===== config.mk =====
export PLATFORM = sky130hd
export DESIGN_NAME = dma_cmd_rr_scheduler
export DESIGN_NICKNAME = d
export VERILOG_FILES = /design/src/rtl/dma_sched_pkg.sv /design/src/rtl/dma_cmd_rr_scheduler_rr_arbiter.sv /design/src/rtl/dma_cmd_rr_scheduler.sv
export SDC_FILE = /design/constraint.sdc
export NUM_CORES = 1
export LEC_CHECK = 0
export CAP_MARGIN = 10
export CORE_AREA = 2 2 322 324
export CTS_CLUSTER_SIZE = 12
export DETAILED_ROUTE_END_ITERATION = 7
export DIE_AREA = 0 0 324 326
export PLACE_DENSITY_LB_ADDON = 0.15
export SYNTH_ARGS = -nofsm -noshare
export SYNTH_HDL_FRONTEND = slang
export SYNTH_SLANG_ARGS = --single-unit
export TNS_END_PERCENT = 30

===== constraint.sdc =====
create_clock -name user_clk -period 5.5 [get_ports user_clk]
set_input_delay 1.1 -clock user_clk [delete_from_list [all_inputs] [get_ports user_clk]]
set_output_delay 1.1 -clock user_clk [all_outputs]
set_load 0.02 [all_outputs]

===== src/rtl/dma_sched_pkg.sv =====
// Shared FSM state, default parameters and output beat layout for dma_cmd_rr_scheduler.
package dma_sched_pkg;

  localparam int DEF_NUM_REQ         = 4;
  localparam int DEF_CMD_WIDTH       = 160;
  localparam int DEF_MAX_OUTSTANDING = 8;
  localparam int DEF_ID_W            = $clog2(DEF_NUM_REQ);
  localparam int STAT_W              = 32;

  typedef enum logic {
    IDLE  = 1'b0,
    ISSUE = 1'b1
  } sched_state_e;

  // Beat layout on m_axis_cmd at the default parameters: {req_id, cmd}.
  typedef struct packed {
    logic [DEF_ID_W-1:0]      req_id;
    logic [DEF_CMD_WIDTH-1:0] cmd;
  } out_beat_t;

endpackage


===== src/rtl/dma_cmd_rr_scheduler_rr_arbiter.sv =====
// Combinational round-robin pick: first request after last_grant, searched in a doubled request vector.
module rr_arbiter #(
  parameter  int NUM_REQ = 4,
  localparam int ID_W    = $clog2(NUM_REQ)
) (
  input  logic [NUM_REQ-1:0] req,
  input  logic [ID_W-1:0]    last_grant,
  output logic [NUM_REQ-1:0] gnt,
  output logic [ID_W-1:0]    gnt_id,
  output logic               gnt_vld
);

  logic [2*NUM_REQ-1:0] req_dbl;
  logic [NUM_REQ-1:0]   req_rot;
  int unsigned          base;
  int unsigned          idx;

  always_comb begin
    req_dbl = {req, req};
    base    = {{(32-ID_W){1'b0}}, last_grant} + 32'd1;
    if (base >= 32'(NUM_REQ)) begin
      base = 32'd0;
    end
    // Bit k of req_rot is requester (base + k) mod NUM_REQ.
    req_rot = NUM_REQ'(req_dbl >> base);
    gnt     = '0;
    gnt_id  = '0;
    gnt_vld = 1'b0;
    idx     = 32'd0;
    for (int k = 0; k < NUM_REQ; k++) begin
      if (!gnt_vld && req_rot[k]) begin
        gnt_vld = 1'b1;
        idx     = base + 32'(k);
        if (idx >= 32'(NUM_REQ)) begin
          idx = idx - 32'(NUM_REQ);
        end
        gnt_id = idx[ID_W-1:0];
      end
    end
    gnt[gnt_id] = gnt_vld;
  end

endmodule


===== src/rtl/dma_cmd_rr_scheduler.sv =====
// Round-robin, per-requester credit-limited sharing of one DMA command port.
// Define DMA_SCHED_STATS_EN to add per-requester issue counters and a stall counter.
module dma_cmd_rr_scheduler
  import dma_sched_pkg::*;
#(
  parameter  int NUM_REQ         = DEF_NUM_REQ,
  parameter  int CMD_WIDTH       = DEF_CMD_WIDTH,
  parameter  int MAX_OUTSTANDING = DEF_MAX_OUTSTANDING,
  localparam int ID_W            = $clog2(NUM_REQ)
) (
  input  logic                              user_clk,
  input  logic                              user_aresetn,
  input  logic [NUM_REQ-1:0]                s_axis_cmd_valid,
  output logic [NUM_REQ-1:0]                s_axis_cmd_ready,
  input  logic [NUM_REQ-1:0][CMD_WIDTH-1:0] s_axis_cmd_data,
  output logic                              m_axis_cmd_valid,
  input  logic                              m_axis_cmd_ready,
  output logic [ID_W+CMD_WIDTH-1:0]         m_axis_cmd_data,
  input  logic                              s_axis_done_valid,
  output logic                              s_axis_done_ready,
  input  logic [ID_W-1:0]                   s_axis_done_data,
  output logic                              credit_err,
  output logic                              busy
`ifdef DMA_SCHED_STATS_EN
  ,
  output logic [NUM_REQ-1:0][STAT_W-1:0]    stat_issue_cnt,
  output logic [STAT_W-1:0]                 stat_stall_cnt
`endif
);

  localparam int                CRED_W   = $clog2(MAX_OUTSTANDING + 1);
  localparam logic [CRED_W-1:0] CRED_MAX = CRED_W'(MAX_OUTSTANDING);
  localparam logic [CRED_W-1:0] CRED_ONE = CRED_W'(1);
  localparam int                DEC_N    = 1 << ID_W;

  sched_state_e                   state_q, state_d;
  logic [NUM_REQ-1:0][CRED_W-1:0] credit_q, credit_d;
  logic [ID_W-1:0]                last_grant_q, last_grant_d;
  logic [ID_W+CMD_WIDTH-1:0]      out_dat_q, out_dat_d;
  logic                           credit_err_q, credit_err_d;

  logic [NUM_REQ-1:0] eligible;
  logic [NUM_REQ-1:0] arb_gnt;
  logic [NUM_REQ-1:0] grant;
  logic [ID_W-1:0]    arb_id;
  logic               arb_vld;
  logic               grant_vld;
  logic [DEC_N-1:0]   done_dec;

  always_comb begin
    eligible = '0;
    for (int i = 0; i < NUM_REQ; i++) begin
      eligible[i] = s_axis_cmd_valid[i] && (credit_q[i] != '0);
    end
  end

  rr_arbiter #(.NUM_REQ(NUM_REQ)) u_rr_arbiter (
    .req        (eligible),
    .last_grant (last_grant_q),
    .gnt        (arb_gnt),
    .gnt_id     (arb_id),
    .gnt_vld    (arb_vld)
  );

  // A grant needs the output register free: idle, or draining this cycle.
  assign grant_vld        = user_aresetn && arb_vld && ((state_q == IDLE) || m_axis_cmd_ready);
  assign grant            = grant_vld ? arb_gnt : '0;
  assign s_axis_cmd_ready = grant;

  always_comb begin
    done_dec                   = '0;
    done_dec[s_axis_done_data] = s_axis_done_valid;
  end

  always_comb begin
    credit_d     = credit_q;
    credit_err_d = credit_err_q || (|(done_dec >> NUM_REQ));
    for (int i = 0; i < NUM_REQ; i++) begin
      case ({grant[i], done_dec[i]})
        2'b10:   credit_d[i] = credit_q[i] - CRED_ONE;
        2'b01: begin
          if (credit_q[i] == CRED_MAX) begin
            credit_err_d = 1'b1;
          end else begin
            credit_d[i] = credit_q[i] + CRED_ONE;
          end
        end
        default: credit_d[i] = credit_q[i];
      endcase
    end
  end

  always_comb begin
    state_d      = state_q;
    last_grant_d = last_grant_q;
    out_dat_d    = out_dat_q;
    if (grant_vld) begin
      state_d      = ISSUE;
      last_grant_d = arb_id;
      out_dat_d    = {arb_id, s_axis_cmd_data[arb_id]};
    end else if ((state_q == ISSUE) && m_axis_cmd_ready) begin
      state_d = IDLE;
    end
  end

  always_ff @(posedge user_clk) begin
    if (!user_aresetn) begin
      state_q      <= IDLE;
      last_grant_q <= ID_W'(NUM_REQ - 1);
      out_dat_q    <= '0;
      credit_err_q <= 1'b0;
      for (int i = 0; i < NUM_REQ; i++) begin
        credit_q[i] <= CRED_MAX;
      end
    end else begin
      state_q      <= state_d;
      last_grant_q <= last_grant_d;
      out_dat_q    <= out_dat_d;
      credit_err_q <= credit_err_d;
      credit_q     <= credit_d;
    end
  end

  assign m_axis_cmd_valid  = (state_q == ISSUE);
  assign m_axis_cmd_data   = out_dat_q;
  assign s_axis_done_ready = 1'b1;
  assign credit_err        = credit_err_q;

  always_comb begin
    busy = (state_q == ISSUE);
    for (int i = 0; i < NUM_REQ; i++) begin
      if (credit_q[i] != CRED_MAX) begin
        busy = 1'b1;
      end
    end
  end

`ifdef DMA_SCHED_STATS_EN
  logic [NUM_REQ-1:0][STAT_W-1:0] issue_cnt_q, issue_cnt_d;
  logic [STAT_W-1:0]              stall_cnt_q, stall_cnt_d;
  logic [ID_W-1:0]                out_id;

  assign out_id = out_dat_q[ID_W+CMD_WIDTH-1 -: ID_W];

  always_comb begin
    issue_cnt_d = issue_cnt_q;
    stall_cnt_d = stall_cnt_q;
    if (m_axis_cmd_valid && m_axis_cmd_ready) begin
      issue_cnt_d[out_id] = issue_cnt_q[out_id] + STAT_W'(1);
    end
    if (m_axis_cmd_valid && !m_axis_cmd_ready) begin
      stall_cnt_d = stall_cnt_q + STAT_W'(1);
    end
  end

  always_ff @(posedge user_clk) begin
    if (!user_aresetn) begin
      issue_cnt_q <= '0;
      stall_cnt_q <= '0;
    end else begin
      issue_cnt_q <= issue_cnt_d;
      stall_cnt_q <= stall_cnt_d;
    end
  end

  assign stat_issue_cnt = issue_cnt_q;
  assign stat_stall_cnt = stall_cnt_q;
`endif

endmodule


==> flow_metrics.tcl <==
set metrics [dict create \
    path_class "primary input to primary output" \
    arrival_ns 3.50 \
    cts_tree "done" \
    p_seq_share_pct 19.5 \
    ys_seq_area_share_pct 30.52 \
    grt_pass1_vias 16300 \
    cts_inserted_buffers 17 \
    min_period_ns 4.602 \
    multi_input_area_um2 7635 \
    grt_pass1_wl_mm 111.2 \
    seqCellArea_um2 3643 \
    finalCritPeriodShare_pct 83.67 \
    status "complete, no violations" \
    clkPwrFrac_pct 12.2 \
    grtUsageTotal_pct 14.40 \
    instances_no_fill 3887 \
    die_x_um 324 \
    antenna_found_initial 22 \
    max_freq_mhz 217.3 \
    switching_share_pct 50.31 \
    clk_path_buf_depth 2 \
    p_comb_share_pct 68.3 \
    grt_max_degree 165 \
    synth-edff-count 0 \
    portBuffers 818 \
    drt-initial-drc-count 851 \
    slew_viol_final 0 \
    yosysWarnings 0 \
    synth_cells 1784 \
    power_leakage_uw 0.009084 \
    coreArea_um2 102600 \
    die_height_um 326 \
    drc 0 \
    avgRoutedWirePerCell_um 20.09 \
    crit_path_max_fanout 7 \
    cts_resized 0 \
    syn_nets 2447 \
    routed_wl_mm 78.10 \
    ys_seq_elements 182 \
    worstPathRequired_ns 4.40 \
    rr_worst_depth 12 \
    num-fill-cells 11560 \
    hold_class "flop to flop" \
    drtPass1Iterations 5 \
    postCtsSetupRepairBufs 0 \
    clock_skew_ns 0.01919 \
    cts-root-buf "clkbuf_16" \
    dp_cells 3837 \
    syn_avg_cell_area_um2 6.691 \
    cp-end-kind "primary output" \
    final_area_um2 22060 \
    worstMarginPinSlew_ns 1.124 \
    row_count 118 \
    vias 15850 \
    synth_ff_type "dfxtp_1" \
    min_from "m_axis_cmd_data[161]$_SDFFE_PN0N_" \
    ir_drop_v 0.0004566 \
    tns_ns 0 \
    crit_path_end "s_axis_cmd_ready[3]" \
    final_net_count 3139 \
    initial_utilization_pct 11.63 \
    slew_headroom_pct 25.10 \
    yosysUniqueCellTypes 58 \
    ff2ff_setup_slack_ns 1.66 \
    globalplace.congestion 0.8910 \
    clkSlewWorstSetupHoldPaths_ns 0.08 \
    p_int_uw 5573 \
    crit_chain "clkdlybuf4s50_1 -> o41ai_4 -> and2_1 -> a311oi_4 -> nand2_1 -> nor2_1 -> clkdlybuf4s50_1" \
    rsz0062_at_grt "no" \
    power_uw 11220 \
    slowest_delay_ns 0.65 \
    die_area_um2 105600 \
    hold_buffers 0 \
    setup_viol 0 \
    io_pins 820 \
    async_reset_ff_share_pct 0 \
    cpMaxStageDelayCell "clkdlybuf4s50_1" \
    syn2layout_area_growth_pct 84.80 \
    cts_sinks 182 \
    drive_gt1_share_pct 9.321 \
    r2r_end "credit_q[7]$_SDFFE_PN1P_" \
    htreeDepth 4 \
    antenna_left 0 \
    maxCapViolations 0 \
    r2r_start "credit_q[4]$_SDFFE_PN0P_" \
    hold_violations 0 \
    power_switching_uw 5643 \
    critPathLaunchType "primary input" \
    synth_area_um2 11940 \
    overflow 0 \
    startpoint "s_axis_cmd_valid[3]" \
    viasPerCell 4.078 \
    powerDensity_nw_per_um2 508.5 \
    critPathMostFrequentCell "clkdlybuf4s50_1" \
    clkLatencyLatePin_ns 0.52 \
    place_area_um2 21430 \
    hpwl_mm 58.66 \
]
worst max-delay path, delay by kind of cell:
family,cells,cell delay [ns]
buffers and inverters,2,1.21
AOI/OAI and AO/OA,2,0.69
and+or+nand+nor,3,0.50
registers in the layout (all words and copies together), names as in the netlist:
| register | count |
|---|---|
| credit_err | 1 |
| m_axis_cmd_valid | 1 |
| m_axis_cmd_data | 162 |
| credit_q | 16 |
| last_grant_q | 2 |
metal layers:
layer | GRT usage (%) | up-vias | part of all wire (%)
li1 | - | 7593 | -
met1 | 16.32 | 7663 | 39
met2 | 25.76 | 504 | 52
met3 | 3.587 | 83 | 5.6
met4 | 5.435 | 8 | 2.4
met5 | 0 | - | 0.073
cells in the mapped netlist (5+ instances only):
| cell | number | area [µm²] |
|---|---|---|
| a31oi_1 | 5 | 31.28 |
| mux2i_1 | 6 | 60.06 |
| nor2_1 | 9 | 33.78 |
| o21ai_0 | 8 | 40.04 |
| nor3_1 | 6 | 30.03 |
| and3_1 | 162 | 1013 |
| nand2b_1 | 5 | 31.28 |
| nand2_1 | 658 | 2470 |
| a31o_2 | 161 | 1410 |
| nand3_1 | 324 | 1622 |
| ha_1 | 9 | 112.6 |
| dfxtp_1 | 182 | 3643 |
| clkbuf_1 | 104 | 390.4 |
| a21oi_1 | 9 | 45.04 |
| buf_2 | 46 | 230.2 |
| a21o_1 | 5 | 37.54 |
| buf_1 | 16 | 60.06 |
logic make-up after synthesis:
kind of cell,count (synthesis),synth area share (%)
mux,8,0.6918
simple gates,1187,45.23
compound gates,219,15.75
buf+inv,170,5.860
fa+ha+maj,13,1.614
other cells,1,0.03142
flops,182,30.52
xor+xnor,4,0.2936
metrics by stage:
| step | hold slack (ns) | setup WS (ns) | util [%] |
|---|---|---|---|
| finish | 0.4632 | 0.8984 | 21.50 |
| global route | 0.4860 | 0.7498 | 21.49 |
| CTS | 0.4703 | 0.8728 | 21.45 |
| detailed placement | 0.4586 | 0.9051 | 20.88 |
| global placement | 0.4595 | 0.8185 | 20.88 |
| floorplan | 0.4567 | 1.754 | - |
worst min-delay path by stage:
stage,endpoint,depth (start not counted),slack (ns)
2_1_floorplan,last_grant_q[1]$_SDFFE_PN1N_,1,0.46
3_3_place_gp,m_axis_cmd_data[161]$_SDFFE_PN0N_,2,0.46
3_5_place_dp,m_axis_cmd_data[161]$_SDFFE_PN0N_,2,0.46
4_1_cts,m_axis_cmd_data[161]$_SDFFE_PN0N_,2,0.47
5_1_grt,m_axis_cmd_data[161]$_SDFFE_PN0N_,2,0.49
6_report,m_axis_cmd_data[161]$_SDFFE_PN0N_,2,0.46
layout by cell type, fill, tap and decap left out, drive strengths merged, types with 3 or more instances in the layout:
cell / count
clkdlybuf4s50: 817
nand2: 658
nand3: 324
dfxtp: 182
and3: 162
a31o: 161
buf: 23
diode: 18
clkbuf: 18
o21ai: 10
nor2: 9
a21oi: 9
ha: 9
nor3: 7
mux2i: 6
inv: 6
nand2b: 5
a21o: 5
a31oi: 5
clkinv: 5
o31ai: 4
fa: 4
clkinvlp: 4
o41ai: 4
o41a: 3
nand4: 3
nor3b: 3
xnor2: 3
o311a: 3
nor4: 3
power groups by stage:
stage | registers (µW) | logic [µW] | clock network [µW]
after detailed placement | 2220 | 7790 | 0
after floorplan | 2740 | 4020 | 0
after global placement | 2210 | 7800 | 0
after global routing | 2260 | 8380 | 1490
after CTS | 2200 | 7820 | 1460
final | 2190 | 7660 | 1370
cell type report:
class | count | share of cell area, %
Antenna cell | 18 | 0.2042
Clock buffer | 18 | 1.991
Clock inverter | 14 | 0.6580
Inverter | 3 | 0.05105
Multi-Input combinational cell | 1432 | 34.61
Sequential cell | 182 | 16.52
Tap cell | 1380 | 7.828
Timing Repair Buffer | 840 | 38.14
No activity file was read; power rests on OpenSTA's default activity.
